$ cat src/rtl/psum_output_packer.sv
// Packs four per-kernel psum streams into one {kn3,kn2,kn1,kn0} word.
// Each lane is buffered in a small FIFO so skewed arrivals still pair up.
`default_nettype none

module psum_lane #(
  parameter int BIT_WIDTH  = 8,
  parameter int FIFO_DEPTH = 4
) (
  input  logic                 clk,
  input  logic                 rst,
  input  logic                 i_clear,
  input  logic                 i_val,
  input  logic [BIT_WIDTH-1:0] i_psum,
  input  logic                 i_pop,
  output logic [BIT_WIDTH-1:0] o_head,
  output logic                 o_empty,
  output logic                 o_full,
  output logic                 o_ovf
);
  localparam int AW = (FIFO_DEPTH > 1) ? $clog2(FIFO_DEPTH) : 1;

  logic [BIT_WIDTH-1:0] mem_q [FIFO_DEPTH];
  logic [BIT_WIDTH-1:0] mem_d [FIFO_DEPTH];
  logic [AW-1:0]        wr_ptr_q, wr_ptr_d, rd_ptr_q, rd_ptr_d;
  logic [AW:0]          occ_q, occ_d;
  logic                 full_q, full_d;
  logic                 push;

  // A full lane may still take a push when it is popped the same cycle.
  assign push    = i_val & (~full_q | i_pop);
  assign o_ovf   = i_val & full_q & ~i_pop;
  assign o_head  = mem_q[rd_ptr_q];
  assign o_empty = (occ_q == '0);
  assign o_full  = full_q;

  always_comb begin
    mem_d    = mem_q;
    wr_ptr_d = wr_ptr_q;
    rd_ptr_d = rd_ptr_q;
    occ_d    = occ_q;
    if (push) begin
      mem_d[wr_ptr_q] = i_psum;
      wr_ptr_d        = wr_ptr_q + AW'(1);
    end
    if (i_pop) rd_ptr_d = rd_ptr_q + AW'(1);
    if (push && !i_pop)      occ_d = occ_q + (AW+1)'(1);
    else if (!push && i_pop) occ_d = occ_q - (AW+1)'(1);
    if (i_clear) begin
      wr_ptr_d = '0;
      rd_ptr_d = '0;
      occ_d    = '0;
    end
    full_d = (occ_d == (AW+1)'(FIFO_DEPTH));
  end

  always_ff @(posedge clk or posedge rst) begin
    if (rst) begin
      for (int i = 0; i < FIFO_DEPTH; i++) mem_q[i] <= '0;
      wr_ptr_q <= '0;
      rd_ptr_q <= '0;
      occ_q    <= '0;
      full_q   <= 1'b0;
    end else begin
      mem_q    <= mem_d;
      wr_ptr_q <= wr_ptr_d;
      rd_ptr_q <= rd_ptr_d;
      occ_q    <= occ_d;
      full_q   <= full_d;
    end
  end
endmodule

module psum_output_packer #(
  parameter int BIT_WIDTH  = 8,
  parameter int FIFO_DEPTH = 4,
  parameter int REG_WIDTH  = 32
) (
  input  logic                   clk,
  input  logic                   rst,
  input  logic                   i_clear,
  input  logic [BIT_WIDTH-1:0]   i_psum_kn0,
  input  logic                   i_psum_kn0_val,
  input  logic [BIT_WIDTH-1:0]   i_psum_kn1,
  input  logic                   i_psum_kn1_val,
  input  logic [BIT_WIDTH-1:0]   i_psum_kn2,
  input  logic                   i_psum_kn2_val,
  input  logic [BIT_WIDTH-1:0]   i_psum_kn3,
  input  logic                   i_psum_kn3_val,
  output logic [4*BIT_WIDTH-1:0] o_word,
  output logic                   o_word_val,
  input  logic                   i_word_rdy,
  output logic [3:0]             o_lane_full,
  output logic                   o_ovf_err,
  output logic [REG_WIDTH-1:0]   o_word_cnt
);
  localparam int NUM_LANES = 4;

  logic [NUM_LANES-1:0][BIT_WIDTH-1:0] psum_in, head;
  logic [NUM_LANES-1:0]                val_in, empty, full, ovf;
  logic                                load_en;

  logic [4*BIT_WIDTH-1:0] word_q, word_d;
  logic                   word_val_q, word_val_d;
  logic                   ovf_q, ovf_d;
  logic [REG_WIDTH-1:0]   cnt_q, cnt_d;

  assign psum_in = {i_psum_kn3, i_psum_kn2, i_psum_kn1, i_psum_kn0};
  assign val_in  = {i_psum_kn3_val, i_psum_kn2_val, i_psum_kn1_val, i_psum_kn0_val};

  // Pop depends only on registered state and rdy, never on this cycle's pushes.
  assign load_en = ~|empty & (~word_val_q | i_word_rdy);

  for (genvar k = 0; k < NUM_LANES; k++) begin : g_lane
    psum_lane #(.BIT_WIDTH(BIT_WIDTH), .FIFO_DEPTH(FIFO_DEPTH)) u_lane (
      .clk    (clk),
      .rst    (rst),
      .i_clear(i_clear),
      .i_val  (val_in[k]),
      .i_psum (psum_in[k]),
      .i_pop  (load_en & ~i_clear),
      .o_head (head[k]),
      .o_empty(empty[k]),
      .o_full (full[k]),
      .o_ovf  (ovf[k])
    );
  end

  always_comb begin
    word_d     = word_q;
    word_val_d = word_val_q;
    ovf_d      = ovf_q | (|ovf);
    cnt_d      = cnt_q;
    if (word_val_q && i_word_rdy) cnt_d = cnt_q + REG_WIDTH'(1);
    if (load_en) begin
      word_d     = head;
      word_val_d = 1'b1;
    end else if (word_val_q && i_word_rdy) begin
      word_val_d = 1'b0;
    end
    if (i_clear) begin
      word_d     = '0;
      word_val_d = 1'b0;
      ovf_d      = 1'b0;
      cnt_d      = '0;
    end
  end

  always_ff @(posedge clk or posedge rst) begin
    if (rst) begin
      word_q     <= '0;
      word_val_q <= 1'b0;
      ovf_q      <= 1'b0;
      cnt_q      <= '0;
    end else begin
      word_q     <= word_d;
      word_val_q <= word_val_d;
      ovf_q      <= ovf_d;
      cnt_q      <= cnt_d;
    end
  end

  assign o_word      = word_q;
  assign o_word_val  = word_val_q;
  assign o_lane_full = full;
  assign o_ovf_err   = ovf_q;
  assign o_word_cnt  = cnt_q;
endmodule

`default_nettype wire

$ cat config.mk
export PLATFORM = sky130hd
export DESIGN_NAME = psum_output_packer
export DESIGN_NICKNAME = d
export VERILOG_FILES = /design/src/rtl/psum_output_packer.sv
export SDC_FILE = /design/constraint.sdc
export NUM_CORES = 1
export LEC_CHECK = 0
export CAP_MARGIN = 20
export CORE_MARGIN = 5
export CORE_UTILIZATION = 52
export DETAILED_ROUTE_END_ITERATION = 8
export GPL_ROUTABILITY_DRIVEN = 0
export HOLD_SLACK_MARGIN = 0.1
export PLACE_DENSITY = 0.77
export SYNTH_ARGS = -nofsm -noshare
export SYNTH_HDL_FRONTEND = slang
export SYNTH_HIERARCHICAL = 1
export SYNTH_SLANG_ARGS = --single-unit
$ cat constraint.sdc
create_clock -name clk -period 2.77 [get_ports clk]
set_input_delay 0.831 -clock clk [delete_from_list [all_inputs] [get_ports clk]]
set_output_delay 0.831 -clock clk [all_outputs]
set_load 0.02 [all_outputs]
==> key figures <==
Min path
  – Hold_sp: g_lane[1].u_lane/mem_q[10]
  – HP Class: register to register
  – Cells on Worst Hold Path: 1
  – Hold Path Sink: g_lane[1].u_lane/mem_q[10]

Timing
  – RSZ-0062 raised after global routing: false
  – Clk_skew: 0.0188 ns
  – Pins Over Slew Limit: 0
  – Relative slew margins: 58.8%
  – Peak Freq: 397 MHz
  – Tcrit/Tclk final: 90.9%
  – Fin crit period: 2.52 ns
  – Hold Vio Cnt, Final: 0
  – Final setup viols: 0
  – Worst Max-Slew Pin Slew: 0.619 ns

Synthesis
  – Synth Area in Simple Gates: 10.7%
  – Top cells by area, synth: dfrtp_1 53%, mux2_2 13%, mux4_2 6.7%
  – Compound-cell area share of the yosys netlist: 5.24%
  – Most numerous cell in the Yosys netlist: dfrtp_1
  – Synth Flop Type: dfrtp_1
  – Most area-hungry cell type in the Yosys netlist: dfrtp_1
  – Synth Warn #: 6
  – Post-synth EDFFs: 0
  – Seq cells post-synth: 226
  – Mean Syn Cell Area: 12.7 sq um
  – Post-synthesis adder-cell area fraction: 3.39%
  – Synth Area in XOR/XNOR: 3.28%
  – Yosys top cell area share: 52.9%
  – Syn Std Cell Area: 10700 sq um
  – Mux cell area share after synthesis: 21.6%
  – Synth cell types: 41
  – Main combinational cell family by area after synthesis: multiplexers
  – Ys async rst share: 100%
  – Post-synth net total: 908
  – Post-synth top cells: 226 x dfrtp_1, 120 x mux2_2, 86 x nand2_1
  – Cell count after synthesis: 839
  – Register area share after synthesis: 52.9%

Critical path
  – Critical Path End Type: register
  – Worst R2R Setup Slack: 0.25 ns
  – FF-to-FF Start: g_lane[2].u_lane/occ_q[1]
  – Worst Path Arrival: 2.95 ns
  – Worst Path Max Fanout: 10
  – Startpoint Class: register
  – Reg2Reg Capture Point: g_lane[3].u_lane/o_full
  – Critical path required time: 3.20 ns
  – Critical path class: register to register
  – R2R cell count: 12

Floorplanning
  – Chip width: 153 um
  – Core ar.: 20200 sq um
  – Die height: 153 um
  – Die area: 23500 sq um
  – # IOs: 110
  – Starting Density: 52.9%
  – Cell row count: 52

Run status
  – Status: finished clean

Route
  – Vias post-DR: 6781
  – Initial DRT Pass Iterations: 4
  – Routed len/inst: 17.5 um
  – Vias per std cell: 5.42
  – DRC viols: 0
  – Initial drt markers: 308
  – DR WL met3: 948 um
  – WL final: 21900 um
  – Antenna Nets Post-Route: 0
  – WL met2: 10700 um
  – Highest Signal Layer: met4
  – WL met1: 9840 um

GRT
  – Remaining global-route overflow: 0
  – Total track usage: 18.9%
  – First-pass GRT wire length: 37100 um
  – Pin count of the biggest net entering global routing: 67
  – Initial antenna violation count: 0
  – Vias in the first global route: 7127

Clock tree
  – CTS tree: done
  – CTS root buffer: clkbuf_16
  – Sink Count: 226
  – Clock-pin slew on the worst setup and hold paths: 0.06 ns
  – Resize count post-CTS: 0
  – H-Tree Depth: 1
  – Total CTS buffers: 23
  – Post-CTS Setup Bufs: 0
  – Clk_lat worst skew: 0.50 ns
  – Maximum root-to-sink buffer count: 3
  – Post-CTS Hold Buffers: 0

Power and ir drop
  – Power per cell area: 773 nW/um^2
  – Design Power: 10000 uW
  – Max VDD drop: 352 uV
  – Static leakage: 0.00563 uW

Finish
  – Layout area overhead: 21.1%
  – Antenna cell count: 0
  – Filler instances: 1570
  – Share of cells above drive strength 1: 27.3%
  – NumNets Final: 1038
  – Fin cells: 1251

Placement
  – Input/output buffers: 109
  – DP Cell Count: 1214
  – Dpl hpwl: 15000 um

Flow run
  – Max_cap viols: 0
stage by stage:
| step | instance area (sq um) | hold WS, ns | setup TNS [ns] | worst slack (ns) | utilization (%) |
|---|---|---|---|---|---|
| 4_1_cts | 12900 | 0.501 | 0 | 0.126 | 63.9 |
| 3_3_place_gp | 12200 | 0.481 | -0.0119 | -0.0119 | 60.4 |
| 6_report | 12900 | 0.499 | 0 | 0.252 | 64.0 |
| 5_1_grt | 12900 | 0.508 | 0 | 0.0468 | 64.0 |
| 2_1_floorplan | 10700 | 0.474 | 0 | 0.0459 | - |
| 3_5_place_dp | 12200 | 0.488 | 0 | 0.00647 | 60.4 |
layout by cell type (no fill, tap or decap), types with 6 or more instances in the layout:
| cell | Yosys | routed |
|---|---|---|
| a21oi_1 | 54 | 53 |
| and4_1 | 7 | 7 |
| buf_12 | 0 | 6 |
| buf_4 | 5 | 25 |
| clkbuf_16 | 0 | 23 |
| clkdlybuf4s50_1 | 0 | 108 |
| dfrtp_1 | 226 | 226 |
| ha_1 | 29 | 29 |
| inv_1 | 25 | 24 |
| mux2_2 | 120 | 120 |
| mux2_4 | 8 | 8 |
| mux2i_1 | 12 | 12 |
| mux4_2 | 32 | 32 |
| nand2_1 | 86 | 86 |
| nand2_4 | 16 | 16 |
| nand3_1 | 8 | 8 |
| nand4_1 | 9 | 9 |
| nor2_1 | 55 | 54 |
| o21ai_0 | 17 | 17 |
| or3_1 | 9 | 9 |
| xnor2_1 | 21 | 21 |
| xor2_1 | 19 | 19 |
cell families (layout without fill, tap and decap cells):
group                      after synthesis  in the layout
AOI/OAI and AO/OA                       89             89
xor gates and xnor gates                40             40
adders and majority gates               29             29
buffers and inverters                   63            205
DFF                                    226            226
muxes                                  172            172
and+or+nand+nor                        220            220
critical path, cell delays in order, from the launching register on:
cell and delay, ns:
dfrtp_1 0.40, inv_1 0.10, ha_1 0.19, nor2b_1 0.15, nor4_2 0.32, nand2_1 0.12
nor2_2 0.14, buf_12 0.15, buf_4 0.16, nor2_1 0.09, a31o_2 0.25, a21oi_1 0.16
and4_1 0.21
worst max path at each step:
stage | start | end | slack [ns] | cells past startpoint
after detailed placement | i_word_rdy | g_lane[2].u_lane/o_full | 0.006 | 10
after floorplan | g_lane[1].u_lane/occ_q[1] | g_lane[0].u_lane/mem_q[19] | 0.05 | 12
after global placement | i_word_rdy | g_lane[2].u_lane/o_full | -0.01 | 10
after CTS | g_lane[1].u_lane/occ_q[1] | g_lane[2].u_lane/o_full | 0.13 | 12
after global routing | g_lane[2].u_lane/occ_q[1] | g_lane[3].u_lane/o_full | 0.05 | 12
final | g_lane[2].u_lane/occ_q[1] | g_lane[3].u_lane/o_full | 0.25 | 12
power breakdown:
group	switching [uW]	leakage [uW]	internal [uW]
Clock	1200	0.000352	1740
Combinational	901	0.00236	1370
Sequential	532	0.00292	4260
Total	2630	0.00563	7370
layer usage:
metal / track usage (%) / vias up
li1: - / 3215
met1: 26.5 / 3398
met2: 31.5 / 134
met3: 2.71 / 34
met4: 4.42 / 0
met5: 0 / -
area by class of cell:
type / count / area (sq um) / area share, %
Multi-Input combinational cell: 550 / 4750 / 36.7
Sequential cell: 226 / 5660 / 43.7
Timing Repair Buffer: 139 / 1390 / 10.7
Tap cell: 270 / 338 / 2.61
Inverter: 29 / 109 / 0.841
Clock buffer: 33 / 663 / 5.12
Clock inverter: 4 / 48.8 / 0.377
state kept, by name, summed over array words and instances, names as in the netlist:
register                cells
g_lane.u_lane/mem_q       128
g_lane.u_lane/wr_ptr_q      8
o_ovf_err                   1
o_word                     32
g_lane.u_lane/occ_q        12
o_word_val                  1
g_lane.u_lane/o_full        4
g_lane.u_lane/rd_ptr_q      8
o_word_cnt                 32
No activity file was read; power rests on OpenSTA's default activity.
